`config.mk`:
```
export PLATFORM = sky130hd
export DESIGN_NAME = int_to_fp_postnorm
export DESIGN_NICKNAME = d
export VERILOG_FILES = /design/src/rtl/fpu_pkg.sv /design/src/rtl/fp_round_inc.sv /design/src/rtl/int_to_fp_postnorm.sv
export SDC_FILE = /design/constraint.sdc
export NUM_CORES = 1
export LEC_CHECK = 0
export BUFFER_PORTS_ARGS = -buffer_cell sky130_fd_sc_hd__buf_2
export CELL_PAD_IN_SITES_DETAIL_PLACEMENT = 2
export CELL_PAD_IN_SITES_GLOBAL_PLACEMENT = 2
export CORE_UTILIZATION = 27
export CTS_CLUSTER_DIAMETER = 100
export DETAILED_ROUTE_END_ITERATION = 8
export GPL_TIMING_DRIVEN = 0
export PLACE_DENSITY_LB_ADDON = 0.1
export SLEW_MARGIN = 10
export SYNTH_ARGS = -nofsm -noshare
export SYNTH_HDL_FRONTEND = slang
export SYNTH_HIERARCHICAL = 1
export SYNTH_SLANG_ARGS = --single-unit
```
`constraint.sdc`:
```
create_clock -name clk -period 2.9 [get_ports clk]
set_clock_uncertainty 0.15 [all_clocks]
set_input_delay 0.29 -clock clk [delete_from_list [all_inputs] [get_ports clk]]
set_output_delay 0.29 -clock clk [all_outputs]
set_load 0.1 [all_outputs]
```
`src/rtl/fpu_pkg.sv`:
```
// fpu_pkg: shared FPU constants (rounding modes, FP32 bias, fflags bit positions)
package fpu_pkg;

    localparam logic [2:0] RM_RNE = 3'd0;
    localparam logic [2:0] RM_RTZ = 3'd1;
    localparam logic [2:0] RM_RDN = 3'd2;
    localparam logic [2:0] RM_RUP = 3'd3;
    localparam logic [2:0] RM_RMM = 3'd4;

    localparam logic [7:0] FP32_BIAS = 8'd127;

    localparam int FF_NV = 4;
    localparam int FF_DZ = 3;
    localparam int FF_OF = 2;
    localparam int FF_UF = 1;
    localparam int FF_NX = 0;

endpackage

```
`src/rtl/fp_round_inc.sv`:
```
// fp_round_inc: IEEE-754 round-increment decision from lsb/guard/sticky and rounding mode
module fp_round_inc
    import fpu_pkg::*;
(
    input  logic [2:0] rm,
    input  logic       sign,
    input  logic       lsb,
    input  logic       g,
    input  logic       s,
    output logic       inc,
    output logic       inexact
);

    // unlisted encodings fall through to round-to-nearest-even
    always_comb begin
        inexact = g | s;
        inc = (rm == RM_RTZ) ? 1'b0 :
              (rm == RM_RDN) ? sign & inexact :
              (rm == RM_RUP) ? !sign & inexact :
              (rm == RM_RMM) ? g :
                               g & (s | lsb);
    end

endmodule

```
`src/rtl/int_to_fp_postnorm.sv`:
```
// int_to_fp_postnorm: two-stage I2F post-normalization, rounding and FP32 packing
module int_to_fp_postnorm
    import fpu_pkg::*;
#(
    parameter int TAG_W = 8
) (
    input  logic             clk,
    input  logic             rst,
    input  logic             in_valid_i,
    output logic             in_ready_o,
    input  logic [62:0]      norm_int_i,
    input  logic [5:0]       lzc_i,
    input  logic             is_zero_i,
    input  logic             sign_i,
    input  logic [2:0]       rm_i,
    input  logic [TAG_W-1:0] tag_i,
    output logic             out_valid_o,
    input  logic             out_ready_i,
    output logic [31:0]      result_o,
    output logic [4:0]       fflags_o,
    output logic [TAG_W-1:0] tag_o
);

    logic             s1_valid;
    logic [62:0]      s1_norm;
    logic [5:0]       s1_lzc;
    logic             s1_zero;
    logic             s1_sign;
    logic [2:0]       s1_rm;
    logic [TAG_W-1:0] s1_tag;

    logic        s2_load;
    logic        s1_adv;
    logic        inc;
    logic        inexact;
    logic [7:0]  exp_b;
    logic [30:0] rounded;
    logic [31:0] result_d;
    logic [4:0]  flags_d;

    assign s2_load    = !out_valid_o | out_ready_i;
    assign s1_adv     = s1_valid & s2_load;
    assign in_ready_o = !s1_valid | s1_adv;

    fp_round_inc u_round (
        .rm      (s1_rm),
        .sign    (s1_sign),
        .lsb     (s1_norm[40]),
        .g       (s1_norm[39]),
        .s       (|s1_norm[38:0]),
        .inc     (inc),
        .inexact (inexact)
    );

    // a mantissa carry out of the add ripples straight into the exponent field
    always_comb begin
        exp_b    = FP32_BIAS + 8'd63 - {2'b00, s1_lzc};
        rounded  = {exp_b, s1_norm[62:40]} + 31'(inc);
        result_d = s1_zero ? 32'h0 : {s1_sign, rounded};
        flags_d  = '0;
        flags_d[FF_NX] = !s1_zero & inexact;
    end

    always_ff @(posedge clk) begin
        if (rst) begin
            s1_valid    <= 1'b0;
            s1_norm     <= '0;
            s1_lzc      <= '0;
            s1_zero     <= 1'b0;
            s1_sign     <= 1'b0;
            s1_rm       <= '0;
            s1_tag      <= '0;
            out_valid_o <= 1'b0;
            result_o    <= '0;
            fflags_o    <= '0;
            tag_o       <= '0;
        end else begin
            if (in_ready_o)
                s1_valid <= in_valid_i;
            if (in_ready_o & in_valid_i) begin
                s1_norm <= norm_int_i;
                s1_lzc  <= lzc_i;
                s1_zero <= is_zero_i;
                s1_sign <= sign_i;
                s1_rm   <= rm_i;
                s1_tag  <= tag_i;
            end
            if (s2_load)
                out_valid_o <= s1_valid;
            if (s1_adv) begin
                result_o <= result_d;
                fflags_o <= flags_d;
                tag_o    <= s1_tag;
            end
        end
    end

endmodule

```
==> reports/results.tsv <==
stage	metric	value	unit
min_path	min_path_type	in -> reg	
yosys	synth_area_leader_cell	dfxtp_1	
cells_and_area	drive_above_1_share	22.3	%
setup_path	r2r_slack	-30	ps
grt	track_usage	19.9	%
grt	overflow	0	
grt	grt_pass1_wl	30300	um
route	dr.pass1.iters	4	
setup_path	slowest_stage	or3_4	
floorplan	die-area	19600	sq um
cts	cts_tree	built	
setup_path	crit_end	result_o[8]	
cells_and_area	area_delta_synth_final	50.6	%
grt	grt_max_degree	17	
floorplan	die_w	140	um
floorplan	row_count	50	
setup_path	path_cells	nor4_4, nand4_1, or3_4, or2_4, nand4b_1, nand3_2, ha_4, ha_4, nand3_4, nor2_4, xnor2_1, a22oi_1, nor2_1	
yosys	netlist_top_cells_area	dfxtp_1, nand2_1, a21oi_1, xnor2_1, clkbuf_1	
min_path	hold_start	in_valid_i	
route	drc	0	
setup_path	cp.arrival	3060	ps
route	ant_nets	0	
setup_path	max_stage_delay	410	ps
cells_and_area	multiInputGateArea	2650	sq um
cts	path_clk_slew	60	ps
outcome	violations	negative setup slack	
cts	cts-root-buf	clkbuf_16	
cts	clock_latency	420	ps
yosys	async_flop_share	0	%
place	dp_hpwl	13000	um
cts	clk_path_buf_depth	2	
setup_path	crit_start	s1_norm[29]	
yosys	synth_flop_cell	dfxtp_1	
setup_path	start_kind	flop	
timing	tns	-38.7	ps
cells_and_area	fin_nets	984	
cells_and_area	num_antenna_cells	0	
setup_path	r2r_cells	13	
timing	drv_slew	0	
place	portBuffers	127	
setup_path	crit_required	3030	ps
timing	max_freq	341	MHz
cts	cts_buffers	17	
setup_path	worst-path-buf-inv	0	
route	vias	5402	
setup_path	r2r_end	result_o[8]	
route	via_per_inst	4.73	
timing	finalCritPeriodShare	101	%
yosys	synth.distinct_cells	40	
setup_path	cp_num_cells	13	
yosys	yosysTopAreaCellShare	48.7	%
grt	antenna_found_initial	0	
timing	grt_setup_unrepaired	yes	
timing	hold_violations	0	
setup_path	critPathMaxFanout	8	
route	wl	18700	um
route	avgRoutedWirePerCell	16.4	um
min_path	whs_path_depth	3	
power	p_leak	0.00310	uW
setup_path	cpMostUsedCell	ha_4	
cells_and_area	seq_area	2510	sq um
yosys	avgSynthCellArea	7.78	sq um
setup_path	endpoint_kind	flop	
cells_and_area	final_common_cell	nand2_1	
timing	finalCriticalPeriod	2930	ps
place	gp_congestion	0.765	
floorplan	dieHeight	140	um
cts	htreeDepth	4	
yosys	yosysSeqAreaShare	48.7	%
timing	setup_viol_count_final	2	
cells_and_area	fillers	2080	
setup_path	critical_path_class	reg -> reg	
yosys	synth_area	5130	sq um
timing	relSlewSlack	44.3	%
setup_path	path_delay_family	simple AND/OR/NAND/NOR gates	
cells_and_area	final_cell_mix	nand2_1, buf_2, dfxtp_1	
cells_and_area	final_area	7730	sq um
outcome	status	finished, violations left	
timing	finalWorstSetupSlack	-32.9	ps
yosys	ys.warnings.count	6	
place	place_area	6080	sq um
timing	worst_pin_slew	835	ps
floorplan	ios	133	
yosys	ys_ff_latch	125	
grt	grt_pass1_vias	5931	
flow_run	cap_violations	0	
yosys	synth-edff-count	0	
yosys	syn_inst	660	
cts	cts.sinks	125	
floorplan	coreArea	18600	sq um
power	ir_drop	0.338	mV
route	initialDrtViolationCount	122	
setup_path	timing.rr.start	s1_norm[29]	
power	powerDensity	607	nW/um^2
floorplan	initial_utilization	27.5	%
[worst min-delay path, stage by stage]
cell and delay [ps]:
buf_2 100, inv_1 80, a21oi_1 70
[power by group]
part / switching [uW] / internal, uW
registers: 72.0 / 1800
logic: 398 / 229
clock network: 800 / 1390
[synth_stat cells, types with 3 or more instances]
cell and count:
nand3b_1 5, and2_1 3, and4_1 4, nor4_1 11, a22oi_1 6, inv_1 3
nand3_1 13, dfxtp_1 125, nor2_1 21, nor3_1 9, o21ai_0 19, clkbuf_1 41
buf_4 4, nand2_1 220, xnor2_1 21, a21oi_1 99, and3_1 6, xor2_1 12
nand4_1 10, ha_1 4
[cells by family (layout without fill, tap and decap cells)]
family,after synthesis,count (layout),share of synthesized area [%]
adders and majority gates,4,4,0.975
AOI/OAI and AO/OA,134,134,14.0
DFF,125,125,48.7
buffers and inverters,49,293,3.87
and+or+nand+nor,314,314,26.8
other,1,4,0.0730
xor gates and xnor gates,33,33,5.63
[timing repair]
item,CTS,global route
pin swaps,14,27
hold endpoints to repair,82,0
hold buffers,82,0
setup buffers,2,1
gates resized for setup,28,24
setup endpoints to repair,30,27
[how the worst min path moves through the flow]
stage,slack [ps],end
CTS,20,s1_valid
global route,40,s1_valid
floorplan,280,s1_norm[0]
detailed placement,290,result_o[23]
global placement,280,result_o[12]
finish,40,s1_valid
[cell type report]
cell class / instances / share of cell area [%]
repair buffers: 212 / 19.2
well taps: 234 / 3.79
flip-flops and latches: 125 / 32.4
clock buffers: 21 / 5.95
plain buffers: 46 / 2.43
multi-input cells: 489 / 34.2
clock inverters: 11 / 1.83
inverters: 3 / 0.146
[per-layer routing]
layer / share of wire (%) / global-route usage (%) / vias to the layer above
li1: - / - / 2673
met1: 42 / 22.0 / 2627
met2: 54 / 37.9 / 87
met3: 2.9 / 4.14 / 15
met4: 1.2 / 5.73 / 0
met5: 0 / 0 / -
[metrics by stage]
stage / hold WS [ps] / util (%) / total power, uW / std cells / worst slack [ps]
finish: 38.2 / 41.5 / 4690 / 1141 / -32.9
global route: 41.1 / 41.5 / 4870 / 1141 / -182
CTS: 24.7 / 41.0 / 4730 / 1140 / -0.902
detailed placement: 294 / 32.6 / 2430 / 1024 / -693
global placement: 282 / 32.6 / 2410 / 1024 / -659
floorplan: 276 / - / 2250 / 663 / 147
[registers in the layout, summed over array words and instances (netlist names)]
name	cells
s1_lzc	6
fflags_o	1
s1_rm	3
s1_zero	1
s1_valid	1
s1_sign	1
s1_tag	8
result_o	32
s1_norm	63
out_valid_o	1
tag_o	8
Note: power is estimated with default switching activity, not from simulation.
